`config.mk`:
```
export PLATFORM = sky130hd
export DESIGN_NAME = color_stabilizer
export DESIGN_NICKNAME = d
export VERILOG_FILES = /design/src/rtl/color_stabilizer.sv
export SDC_FILE = /design/constraint.sdc
export NUM_CORES = 1
export LEC_CHECK = 0
export BUFFER_PORTS_ARGS = -buffer_cell sky130_fd_sc_hd__buf_2
export CELL_PAD_IN_SITES_DETAIL_PLACEMENT = 1
export CELL_PAD_IN_SITES_GLOBAL_PLACEMENT = 1
export CORE_MARGIN = 2
export CORE_UTILIZATION = 43
export CTS_CLUSTER_SIZE = 28
export DETAILED_ROUTE_END_ITERATION = 10
export GPL_TIMING_DRIVEN = 0
export PLACE_DENSITY_LB_ADDON = 0.3
export SLEW_MARGIN = 20
export SYNTH_ARGS = -nofsm -noshare
export SYNTH_HDL_FRONTEND = slang
export SYNTH_SLANG_ARGS = --single-unit
```
`constraint.sdc`:
```
create_clock -name clkus -period 1.8 [get_ports clkus]
set_input_delay 0.18 -clock clkus [delete_from_list [all_inputs] [get_ports clkus]]
set_output_delay 0.18 -clock clkus [all_outputs]
set_load 0.02 [all_outputs]
```
`src/rtl/color_stabilizer.sv`:
```
// Debounces the raw object/station colour codes on a periodic sample tick and
// presents stable codes, change pulses and an object/station match indication.
module color_stabilizer #(
    parameter int SAMPLE_PERIOD = 4000,
    parameter int CNT_W         = 12,
    parameter int CONFIRM       = 3,
    parameter int RUN_W         = 3
) (
    input  logic       clkus,
    input  logic       rst,
    input  logic [1:0] object_color,
    input  logic [1:0] station_color,
    input  logic       hold,
    output logic [1:0] object_stable,
    output logic [1:0] station_stable,
    output logic       object_changed,
    output logic       station_changed,
    output logic       match,
    output logic       match_rise
);

    localparam logic [CNT_W-1:0] LAST_TICK_C = CNT_W'(SAMPLE_PERIOD - 1);
    localparam logic [RUN_W-1:0] CONFIRM_C   = RUN_W'(CONFIRM);

    // Channel 0 is the object, channel 1 the station.
    logic [CNT_W-1:0] cnt_r;
    logic             tick_s;
    logic [1:0]       sample_s     [2];
    logic [1:0]       cand_r       [2];
    logic [1:0]       cand_nxt_s   [2];
    logic [1:0]       stable_r     [2];
    logic [1:0]       stable_nxt_s [2];
    logic [RUN_W-1:0] run_r        [2];
    logic [RUN_W-1:0] run_nxt_s    [2];
    logic [RUN_W-1:0] new_run_s    [2];
    logic [1:0]       changed_r;
    logic [1:0]       changed_nxt_s;
    logic             match_s;
    logic             match_d_r;
    logic             match_rise_r;

    assign sample_s[0] = object_color;
    assign sample_s[1] = station_color;
    assign tick_s      = (cnt_r == LAST_TICK_C);
    assign match_s     = (stable_r[0] == stable_r[1]) && (stable_r[0] != 2'd0);

    // Per-channel run-length debounce; a held or non-tick cycle only clears the pulse.
    always_comb begin
        for (int ch = 0; ch < 2; ch++) begin
            cand_nxt_s[ch]    = cand_r[ch];
            run_nxt_s[ch]     = run_r[ch];
            new_run_s[ch]     = run_r[ch];
            stable_nxt_s[ch]  = stable_r[ch];
            changed_nxt_s[ch] = 1'b0;
            if (tick_s && !hold) begin
                if (sample_s[ch] == cand_r[ch]) begin
                    if (run_r[ch] < CONFIRM_C) begin
                        new_run_s[ch] = run_r[ch] + RUN_W'(1);
                    end else begin
                        new_run_s[ch] = CONFIRM_C;
                    end
                end else begin
                    new_run_s[ch] = RUN_W'(1);
                end
                cand_nxt_s[ch] = sample_s[ch];
                run_nxt_s[ch]  = new_run_s[ch];
                if ((new_run_s[ch] == CONFIRM_C) && (sample_s[ch] != stable_r[ch])) begin
                    stable_nxt_s[ch]  = sample_s[ch];
                    changed_nxt_s[ch] = 1'b1;
                end else begin
                    stable_nxt_s[ch]  = stable_r[ch];
                    changed_nxt_s[ch] = 1'b0;
                end
            end else begin
                changed_nxt_s[ch] = 1'b0;
            end
        end
    end

    // Tick counter, channel state and match edge registers.
    always_ff @(posedge clkus) begin
        if (rst) begin
            cnt_r        <= '0;
            changed_r    <= 2'b00;
            match_d_r    <= 1'b0;
            match_rise_r <= 1'b0;
            for (int ch = 0; ch < 2; ch++) begin
                cand_r[ch]   <= 2'd0;
                run_r[ch]    <= '0;
                stable_r[ch] <= 2'd0;
            end
        end else begin
            if (tick_s) begin
                cnt_r <= '0;
            end else begin
                cnt_r <= cnt_r + CNT_W'(1);
            end
            changed_r    <= changed_nxt_s;
            match_d_r    <= match_s;
            match_rise_r <= match_s & ~match_d_r;
            for (int ch = 0; ch < 2; ch++) begin
                cand_r[ch]   <= cand_nxt_s[ch];
                run_r[ch]    <= run_nxt_s[ch];
                stable_r[ch] <= stable_nxt_s[ch];
            end
        end
    end

    assign object_stable   = stable_r[0];
    assign station_stable  = stable_r[1];
    assign object_changed  = changed_r[0];
    assign station_changed = changed_r[1];
    assign match           = match_s;
    assign match_rise      = match_rise_r;

endmodule

```
## Word level (Yosys, flattened, before mapping)

Memories as Yosys holds them, arrays and structs flattened.
Index checks and enable logic that the tools add are counted.

| word-level totals | value |
|---|---|
| memories kept | 3 |
| bits in registers | 16 |
| output and inout bits | 8 |
| memory bits (writable) | 14 |
| latch bits | 0 |
| bits in read-only memories | 0 |
| input bits | 7 |

| cells by class | value |
|---|---|
| equal/unequal tests | 8 |
| div/mod/pow operators | 0 |
| add/subtract/negate cells | 3 |
| multiply operators | 0 |
| shift-type cells | 0 |
| mux-type cells | 25 |
| bitwise operators | 9 |
| reduce and logical (&&, ||, !) cells | 8 |
| $lt $le $gt $ge | 2 |

Memory list:

| name | depth | width | read ports | clocked after memory_dff | write ports | RTL line | text |
|---|---|---|---|---|---|---|---|
| run_r | 2 | 3 | 2 | 0 | 2 | 33 | `logic [RUN_W-1:0] run_r [2];` |
| cand_r | 2 | 2 | 2 | 0 | 2 | 29 | `logic [1:0] cand_r [2];` |
| stable_r | 2 | 2 | 2 | 0 | 2 | 31 | `logic [1:0] stable_r [2];` |

Operators by type and width:

| kind | number |
|---|---|
| 2-to-1 mux 3 bit | 10 |
| 2-to-1 mux 2 bit | 10 |
| adder 12 x 1 -> 12 bit, second input constant | 1 |
| == test 12 bit, second input constant | 1 |
| adder 3 x 1 -> 3 bit, second input constant | 2 |
| == test 2 bit | 3 |
| == test 3 x 2 -> 1 bit, second input constant | 2 |
| less-than comparator 3 x 2 -> 1 bit, second input constant | 2 |
| OR 1 bit | 6 |
| 2-to-1 mux 1 bit | 5 |
| logical AND 1 bit | 4 |
| inequality test 2 bit | 2 |
| OR reduction 2 bit | 2 |
| NOT 1 bit | 2 |
| nonzero test 2 bit | 1 |
| bitwise AND 1 bit | 1 |
| zero test 1 bit | 1 |

## Longest topological paths before layout

Gate-level depths: netlist of the first run.

| depth | value |
|---|---|
| depth after elaboration | 9 |
| mapped depth | 6 |
| mapped depth without buffers | 5 |

## Worst setup path before layout of the first run

No wires, ideal clock.

| timing path | value |
|---|---|
| kind | flip-flop to flip-flop |
| start point | mem run_r[1][0], in the netlist run_r[0][3] |
| end point | mem stable_r[1][0], in the netlist stable_r[0][2] |
| required time | 1.680 ns |
| stages on the path, launching flop included | 6 |
| setup time | 0.120 ns |
| clock period less this slack | 1.645 ns |
| path slack | 0.155 ns |
| data arrival time | 1.525 ns |
| path through | dfxtp_1 -> ha_1 -> or3b_2 -> a22oi_1 -> nand3_1 -> mux2i_1 |

RTL lines:

| element | RTL line |
|---|---|
| start, declared | 33 |
| end, declared | 31 |

==> results.tsv, run 1 <==
metric	value	unit
swShare	24.4	%
crit_type	reg -> reg	
fin_ws	0.0648	ns
hp-class	in -> reg	
cts_buffers	5	
synth_cell_type_count	33	
firstDrtPassIters	4	
cap_violations	0	
mostFrequentLayoutCell	dfxtp_1	
grt_pass1_wl	5.58	mm
pwr-share-seq	60.9	%
clock_sinks	30	
num_antenna_cells	0	
finalCriticalPeriod	1.74	ns
numPlacedInstances	215	
ant_nets	0	
rsz0062_at_grt	no	
ctsHoldBuffers	0	
dr_total_vias	1200	
initial_core_util	46.2	%
grt_pass1_vias	1205	
ys_ff_latch	30	
status	finished, final reports clean	
fin_area	1660	µm²
yosysSeqAreaShare	41.9	%
cp_data_required_time	2.06	ns
synth_area	1430	µm²
fmax	576	MHz
p_switching	271	µW
peakVddDrop	0.386	mV
clkLatencyLatePin	0.33	ns
drc_errors	0	
finalCritPeriodShare	96.4	%
path_buf_inv	0	
finalHoldViolCount	0	
setup_viol	0	
path_delay_family	simple AND/OR/NAND/NOR gates	
async_flop_share	0	%
synth_area_per_cell	9.12	µm²
pwr-share-clk	33.5	%
yosys_warnings	0	
endpoint_kind	register	
die_width	61.7	µm
synth-edff-count	0	
worst_slew_pin_slew	0.523	ns
cp.arrival	1.99	ns
syn_inst	157	
max_slew_margin	65.1	%
hpwl	2.52	mm
grt_util_all_layers	20.7	%
drive_gt1_share	22.8	%
fin_nets	190	
fin_skew	0.0174	ns
dr.first_iter.drc_count	27	
timing.rr.start	run_r[0][0]	
htree_levels	2	
critPathLaunchType	register	
worstPathCellList	ha_1 -> or3b_2 -> a22oi_2 -> nand3_2 -> mux2i_1	
grt_max_degree	11	
synth.net_count	167	
dp_slack	-0.0127	ns
dieArea	3810	µm²
hold_start	station_color[1]	
core_area	3100	µm²
drt-total-wl	3.34	mm
io_pins	15	
path_clk_slew	0.10	ns
wl_per_cell	14.9	µm
grt_antenna_before_repair	0	
p_leak	0.659	nW
grt_overflow	0	
place_area	1560	µm²
slowest_stage	or3b_2	
fp-row-count	20	
cts_buffer_depth	2	
combPwrFrac	5.6	%
yosys_most_used_dff	dfxtp_1	
post-route-util	53.5	%
slew_violations	0	
p_per_area	669	nW/µm²
portBuffers	14	
die_y	61.7	µm
cp_max_fo	5	
syn_to_final_growth	15.9	%
cts_tree	done	
final_cell_mix	dfxtp_1 (26), nand2_1 (19), nor2_1 (17), buf_2 (14)	
cellInternalPower	840	µW
fin_cells	224	
gp_congestion	0.760	
clockRootBuffer	clkbuf_4	
startpoint	run_r[0][0]	
via_per_inst	5.36	
cpPeakStageDelay	0.46	ns
## layer usage
metal	GRT usage (%)	share of wire (%)
met1	24.2	43
met2	36.1	52
met3	5.80	3.0
met4	7.29	1.9
met5	0	0
## flip-flops by register name, summed over array words and instances (netlist names)
register    flops
cand_r          4
match_rise      1
match_d_r       1
stable_r        4
changed_r       2
run_r           6
cnt_r          12
## cell type report
type	instances	area [µm²]
Buffer	5	33.8
Clock buffer	7	45.0
Fill cell	385	1440
Inverter	3	11.3
Multi-Input combinational cell	119	822
Sequential cell	30	608
Tap cell	44	55.1
Timing Repair Buffer	16	85.1
## worst paths after layout
path | end | slack [ns] | cells past startpoint
worst max-delay path | stable_r[0][1] | 0.06 | 5
worst min-delay path | cand_r[0][3] | 0.13 | 3
worst max register to register | stable_r[0][1] | 0.06 | 5
worst min register to register | match_rise | 0.40 | 1
## Yosys cell counts (2+ instances only)
library cell | count | area (µm²)
o211ai_1 | 2 | 15.0
and4_1 | 2 | 17.5
xnor2_1 | 10 | 87.6
buf_6 | 2 | 22.5
a22oi_1 | 2 | 15.0
nand4_1 | 4 | 25.0
nor3_1 | 5 | 25.0
mux2i_1 | 4 | 40.0
nand2_1 | 19 | 71.3
nor2_1 | 17 | 63.8
xor2_1 | 9 | 78.8
or3b_2 | 2 | 17.5
dfxtp_1 | 30 | 601
clkbuf_1 | 3 | 11.3
nand3_1 | 7 | 35.0
a21oi_1 | 10 | 50.1
ha_1 | 3 | 37.5
inv_1 | 3 | 11.3
nor4_1 | 2 | 12.5
nand2b_1 | 8 | 50.1
## timing repair
item,CTS,global route
pin swaps,3,3
setup endpoints to repair,8,24
buffers inserted,1,1
gates resized for setup,4,8
## worst reg2reg max path, delay by kind of cell (launching register included)
kind	cells	cell delay (ns)
muxes	1	0.22
AOI/OAI and AO/OA	1	0.20
and+or+nand+nor	2	0.58
DFF	1	0.35
adders and majority gates	1	0.29
## cells by family after synthesis
| logic type | count (synthesis) | synth area share [%] |
|---|---|---|
| AND/OR/NAND/NOR | 78 | 31.8 |
| buffers and inverters | 8 | 3.14 |
| flip-flops | 30 | 41.9 |
| multiplexers | 4 | 2.79 |
| AO/OA/AOI/OAI | 15 | 6.11 |
| adder cells (fa/ha/maj) | 3 | 2.62 |
| XOR/XNOR | 19 | 11.6 |
## per-stage QoR
stage,TNS [ns],hold slack [ns],power [mW]
floorplan,0,0.320,0.724
global placement,0,0.376,0.746
detailed placement,-0.0171,0.391,0.750
CTS,0,0.129,1.12
global route,0,0.145,1.16
finish,0,0.132,1.11
## power groups by stage
stage               combinational (mW)  clock, mW  sequential [mW]
finish                          0.0619      0.372            0.677
global placement                0.0548          0            0.691
global route                    0.0710      0.407            0.678
floorplan                       0.0343          0            0.690
detailed placement              0.0589          0            0.691
CTS                             0.0613      0.379            0.676
Power figures use the tool's default switching activity.
==> run 2: changes to the inputs <==
- SETUP_SLACK_MARGIN: default -> 0.3
==> run 2 against run 1 <==
Die area stayed put. Register-to-register slack better by 0.15 ns. Maximum frequency is 9.7% higher. Largest cell class unchanged. Largest power group unchanged. First-iteration DRC count is 52% higher. Sequential share of layout area is 2.5 points lower.
==> results.tsv, run 2 (synthesis results as in run 1) <==
metric	value	unit
fin_area	1810	µm²
setup_viol	0	
io_pins	15	
die_width	61.7	µm
hpwl	2.50	mm
endpoint_kind	register	
drive_gt1_share	33.0	%
finalHoldViolCount	0	
die_y	61.7	µm
drt-total-wl	3.44	mm
p_per_area	652	nW/µm²
ctsHoldBuffers	0	
grt_pass1_vias	1202	
place_area	1620	µm²
worst_slew_pin_slew	0.496	ns
cp_data_required_time	2.03	ns
drc_errors	0	
num_antenna_cells	0	
peakVddDrop	0.435	mV
cap_violations	0	
htree_levels	2	
via_per_inst	5.25	
p_total	1.18	mW
portBuffers	14	
grt_pass1_wl	5.60	mm
n_fill_cell	378	
finalCritPeriodShare	87.9	%
dr_total_vias	1218	
status	finished, final reports clean	
finalCriticalPeriod	1.58	ns
clockRootBuffer	clkbuf_4	
worstPathCellList	ha_4 -> or3b_4 -> a22oi_2 -> nand3_4 -> mux2i_1	
grt_util_all_layers	21.2	%
path_clk_slew	0.10	ns
rsz0062_at_grt	yes	
p_leak	0.714	nW
fin_nets	197	
fin_skew	0.0137	ns
grt_antenna_before_repair	0	
grt_max_degree	11	
clock_sinks	30	
ant_nets	0	
fmax	632	MHz
final_cell_mix	dfxtp_1 (20), nand2_1 (19), nor2_1 (17), buf_2 (13)	
fp-row-count	20	
mostFrequentLayoutCell	dfxtp_1	
wl_per_cell	14.8	µm
core_area	3100	µm²
clkLatencyLatePin	0.34	ns
largest_register_ffs	12	
post-route-util	58.2	%
cpPeakStageDelay	0.37	ns
gp_congestion	0.779	
crit_type	reg -> reg	
syn_to_final_growth	26.0	%
top_register	cnt_r	
grt_overflow	0	
cts_buffer_depth	2	
cts_tree	done	
cp.arrival	1.81	ns
slowest_stage	or3b_4	
largestRegisters	cnt_r: 12 flops, run_r: 6 flops	
cts_buffers	5	
cp_max_fo	2	
critPathLaunchType	register	
slew_violations	0	
hp-class	in -> reg	
max_slew_margin	66.9	%
initial_core_util	46.2	%
tns	0	ns
dr.first_iter.drc_count	41	
dieArea	3810	µm²
firstDrtPassIters	4	
==> run 2: cell types whose count changed in the layout (fill, tap and decap cells not counted), sizes merged <==
cell    delta
clkinv     +1
buf        +7
==> run 2: report_power, final <==
part           internal (mW)  switching [mW]
registers              0.669         0.00745
logic                 0.0326          0.0427
clock network          0.189           0.235
==> run 2: area by class of cell <==
class	instances	area (µm²)	share of cell area [%]
tap	44	55.1	3.05
inverter	3	11.3	0.624
timing repair buffer	23	140	7.76
multi-input combinational	119	885	49.0
sequential	30	616	34.1
clock inverter	1	5.00	0.277
clock buffer	7	55.1	3.05
buffer	5	38.8	2.15
==> run 2: worst max-delay path, delay by kind of cell (launching register included) <==
kind | cells | cell delay (ns)
AO/OA/AOI/OAI | 1 | 0.22
adder cells (fa/ha/maj) | 1 | 0.26
flip-flops | 1 | 0.35
multiplexers | 1 | 0.15
AND/OR/NAND/NOR | 2 | 0.48
==> run 2: path summary, 6_finish.rpt <==
path         depth (start not counted)             from  slack (ns)        endpoint
min reg2reg                          1        match_d_r        0.40      match_rise
min                                  3  object_color[0]        0.13    cand_r[0][0]
max reg2reg                          5      run_r[0][0]        0.22  stable_r[0][0]
max                                  5      run_r[0][0]        0.22  stable_r[0][0]
==> run 2: timing repair <==
action                                  4_1_cts  5_1_grt
setup buffers                                 8        1
pin swaps                                     6        3
resized for setup                            11        5
endpoints found under the setup margin       26       19
==> run 2: per-stage QoR <==
step | std cells | hold WS [ns] | setup slack (ns)
2_1_floorplan | 157 | 0.320 | 0.296
3_3_place_gp | 215 | 0.381 | 0.225
3_5_place_dp | 215 | 0.388 | 0.146
4_1_cts | 231 | 0.111 | 0.203
5_1_grt | 232 | 0.117 | 0.147
6_report | 232 | 0.127 | 0.218
==> run 2: metal layers <==
| layer | global-route usage, % | routed length, µm | vias up |
|---|---|---|---|
| met5 | 0 | 0 | - |
| met4 | 12.2 | 84 | 0 |
| met3 | 5.18 | 105 | 8 |
| met2 | 34.3 | 1740 | 20 |
| met1 | 25.6 | 1510 | 585 |
| li1 | - | - | 605 |
==> run 3: changes to the inputs <==
- PLACE_DENSITY_LB_ADDON: 0.3 -> 0.25
==> run 3 against run 2 <==
Power down 0.29%. Clock-buffer cell count unchanged. Clock power about the same. Clock skew down 0.0035 ns. Final cell count up 1.3%. Die area unchanged. Register-to-register slack worse by 0.02 ns. Setup slack worse by 0.019 ns. Maximum frequency down 1.2%. Sequential share of layout area down 0.29 points. Via count up 1.4%. Sequential cell count unchanged. Critical endpoint is now stable_r[0][3]. Highest routed layer unchanged.
==> results.tsv, run 3 (synthesis results as in run 1) <==
metric	value	unit
status	finished, final reports clean	
largestRegisters	cnt_r: 12 flops, run_r: 6 flops	
dieArea	3810	µm²
ff2ff_setup_slack	0.20	ns
io_pins	15	
dr_total_vias	1235	
fin_ws	0.199	ns
endpoint_kind	register	
fp-row-count	20	
rsz0062_at_grt	yes	
syn_to_final_growth	29.4	%
clockRootBuffer	clkbuf_4	
pwr-share-clk	36.1	%
grt_max_degree	11	
critPathLaunchType	register	
drc_errors	0	
cp_max_fo	2	
hpwl	2.38	mm
grt_pass1_vias	1195	
path_delay_family	simple AND/OR/NAND/NOR gates	
p_switching	286	µW
p_per_area	633	nW/µm²
htree_levels	2	
max_slew_margin	65.7	%
crit_type	reg -> reg	
finalCriticalPeriod	1.60	ns
worstPathCellList	ha_4 -> or3b_4 -> a22oi_2 -> nand3_4 -> mux2i_1	
final_cell_mix	nand2_1 (19), nor2_1 (17), dfxtp_1 (17), buf_2 (14), buf_4 (11)	
n_fill_cell	375	
path_buf_inv	0	
dr.first_iter.drc_count	26	
ant_nets	0	
drt-total-wl	3.71	mm
via_per_inst	5.26	
peakVddDrop	0.496	mV
grt_overflow	0	
slew_violations	0	
clock_sinks	30	
fmax	625	MHz
finalHoldViolCount	0	
grt_pass1_wl	5.73	mm
fin_skew	0.0102	ns
setup_viol	0	
hp-class	in -> reg	
cpPeakStageDelay	0.37	ns
p_leak	0.731	nW
cts_buffers	5	
top_register	cnt_r	
grt_util_all_layers	21.0	%
fin_nets	200	
initial_core_util	46.2	%
gp_congestion	0.775	
path_clk_slew	0.09	ns
mostFrequentLayoutCell	nand2_1	
tns	0	ns
num_antenna_cells	0	
core_area	3100	µm²
dp_slack	0.121	ns
cts_buffer_depth	2	
cp.arrival	1.84	ns
portBuffers	14	
slowest_stage	or3b_4	
cellInternalPower	888	µW
drive_gt1_share	35.6	%
largest_register_ffs	12	
die_width	61.7	µm
grt_antenna_before_repair	0	
cts_tree	done	
combPwrFrac	6.6	%
finalCritPeriodShare	89.0	%
firstDrtPassIters	4	
swShare	24.3	%
die_y	61.7	µm
clkLatencyLatePin	0.33	ns
worst_slew_pin_slew	0.515	ns
wl_per_cell	15.8	µm
cp_data_required_time	2.04	ns
pwr-share-seq	57.3	%
cap_violations	0	
post-route-util	59.8	%
-- run 3: cell types whose count changed in the layout (fill, tap and decap cells not counted), sizes merged --
| cell | previous run | this run |
|---|---|---|
| buf | 25 | 28 |
-- run 3: layout make-up --
cell class	count	area, µm²	share of cell area, %
multi-input combinational	119	902	48.7
sequential	30	627	33.8
clock buffer	7	55.1	2.97
clock inverter	1	5.00	0.270
timing repair buffer	26	164	8.84
buffer	5	35.0	1.89
inverter	3	11.3	0.607
tap	44	55.1	2.97
-- run 3: power by group through the flow --
stage	clock, mW	combinational, mW	sequential (mW)
after detailed placement	0	0.0615	0.694
final	0.423	0.0780	0.672
after global placement	0	0.0583	0.694
after global routing	0.469	0.0875	0.673
after floorplan	0	0.0376	0.693
after CTS	0.438	0.0703	0.674
-- run 3: repair_timing --
item                       in CTS  in global routing
resized for setup              12                 12
gates cloned                    0                  1
buffers inserted                8                  3
pin swaps                       5                  3
setup endpoints to repair      26                 26
hold buffers                    0                  0
-- run 3: final timing paths --
check	end	depth (start not counted)	startpoint
worst max-delay path	stable_r[0][3]	5	run_r[0][3]
worst min-delay path	cand_r[0][2]	3	station_color[0]
worst max register to register	stable_r[0][3]	5	run_r[0][3]
worst min register to register	match_rise	1	match_d_r
-- run 3: worst min-delay path: stages --
cell     delay (ns)
buf_2          0.13
nand2_1        0.06
a21oi_1        0.05
-- run 3: routing by layer --
metal | track usage (%) | up-vias | wire, µm
met2 | 32.6 | 21 | 1790
met3 | 3.73 | 11 | 83
met4 | 10.6 | 0 | 115
met5 | 0 | - | 0
li1 | - | 619 | -
met1 | 27.9 | 584 | 1720
-- run 3: through the flow --
stage,power [mW],instance area (µm²),hold WS (ns),std cells
after floorplan,0.730,1490,0.320,157
after global placement,0.752,1620,0.381,215
after detailed placement,0.756,1620,0.385,215
after CTS,1.18,1780,0.131,231
after global routing,1.23,1850,0.145,235
final,1.17,1850,0.141,235
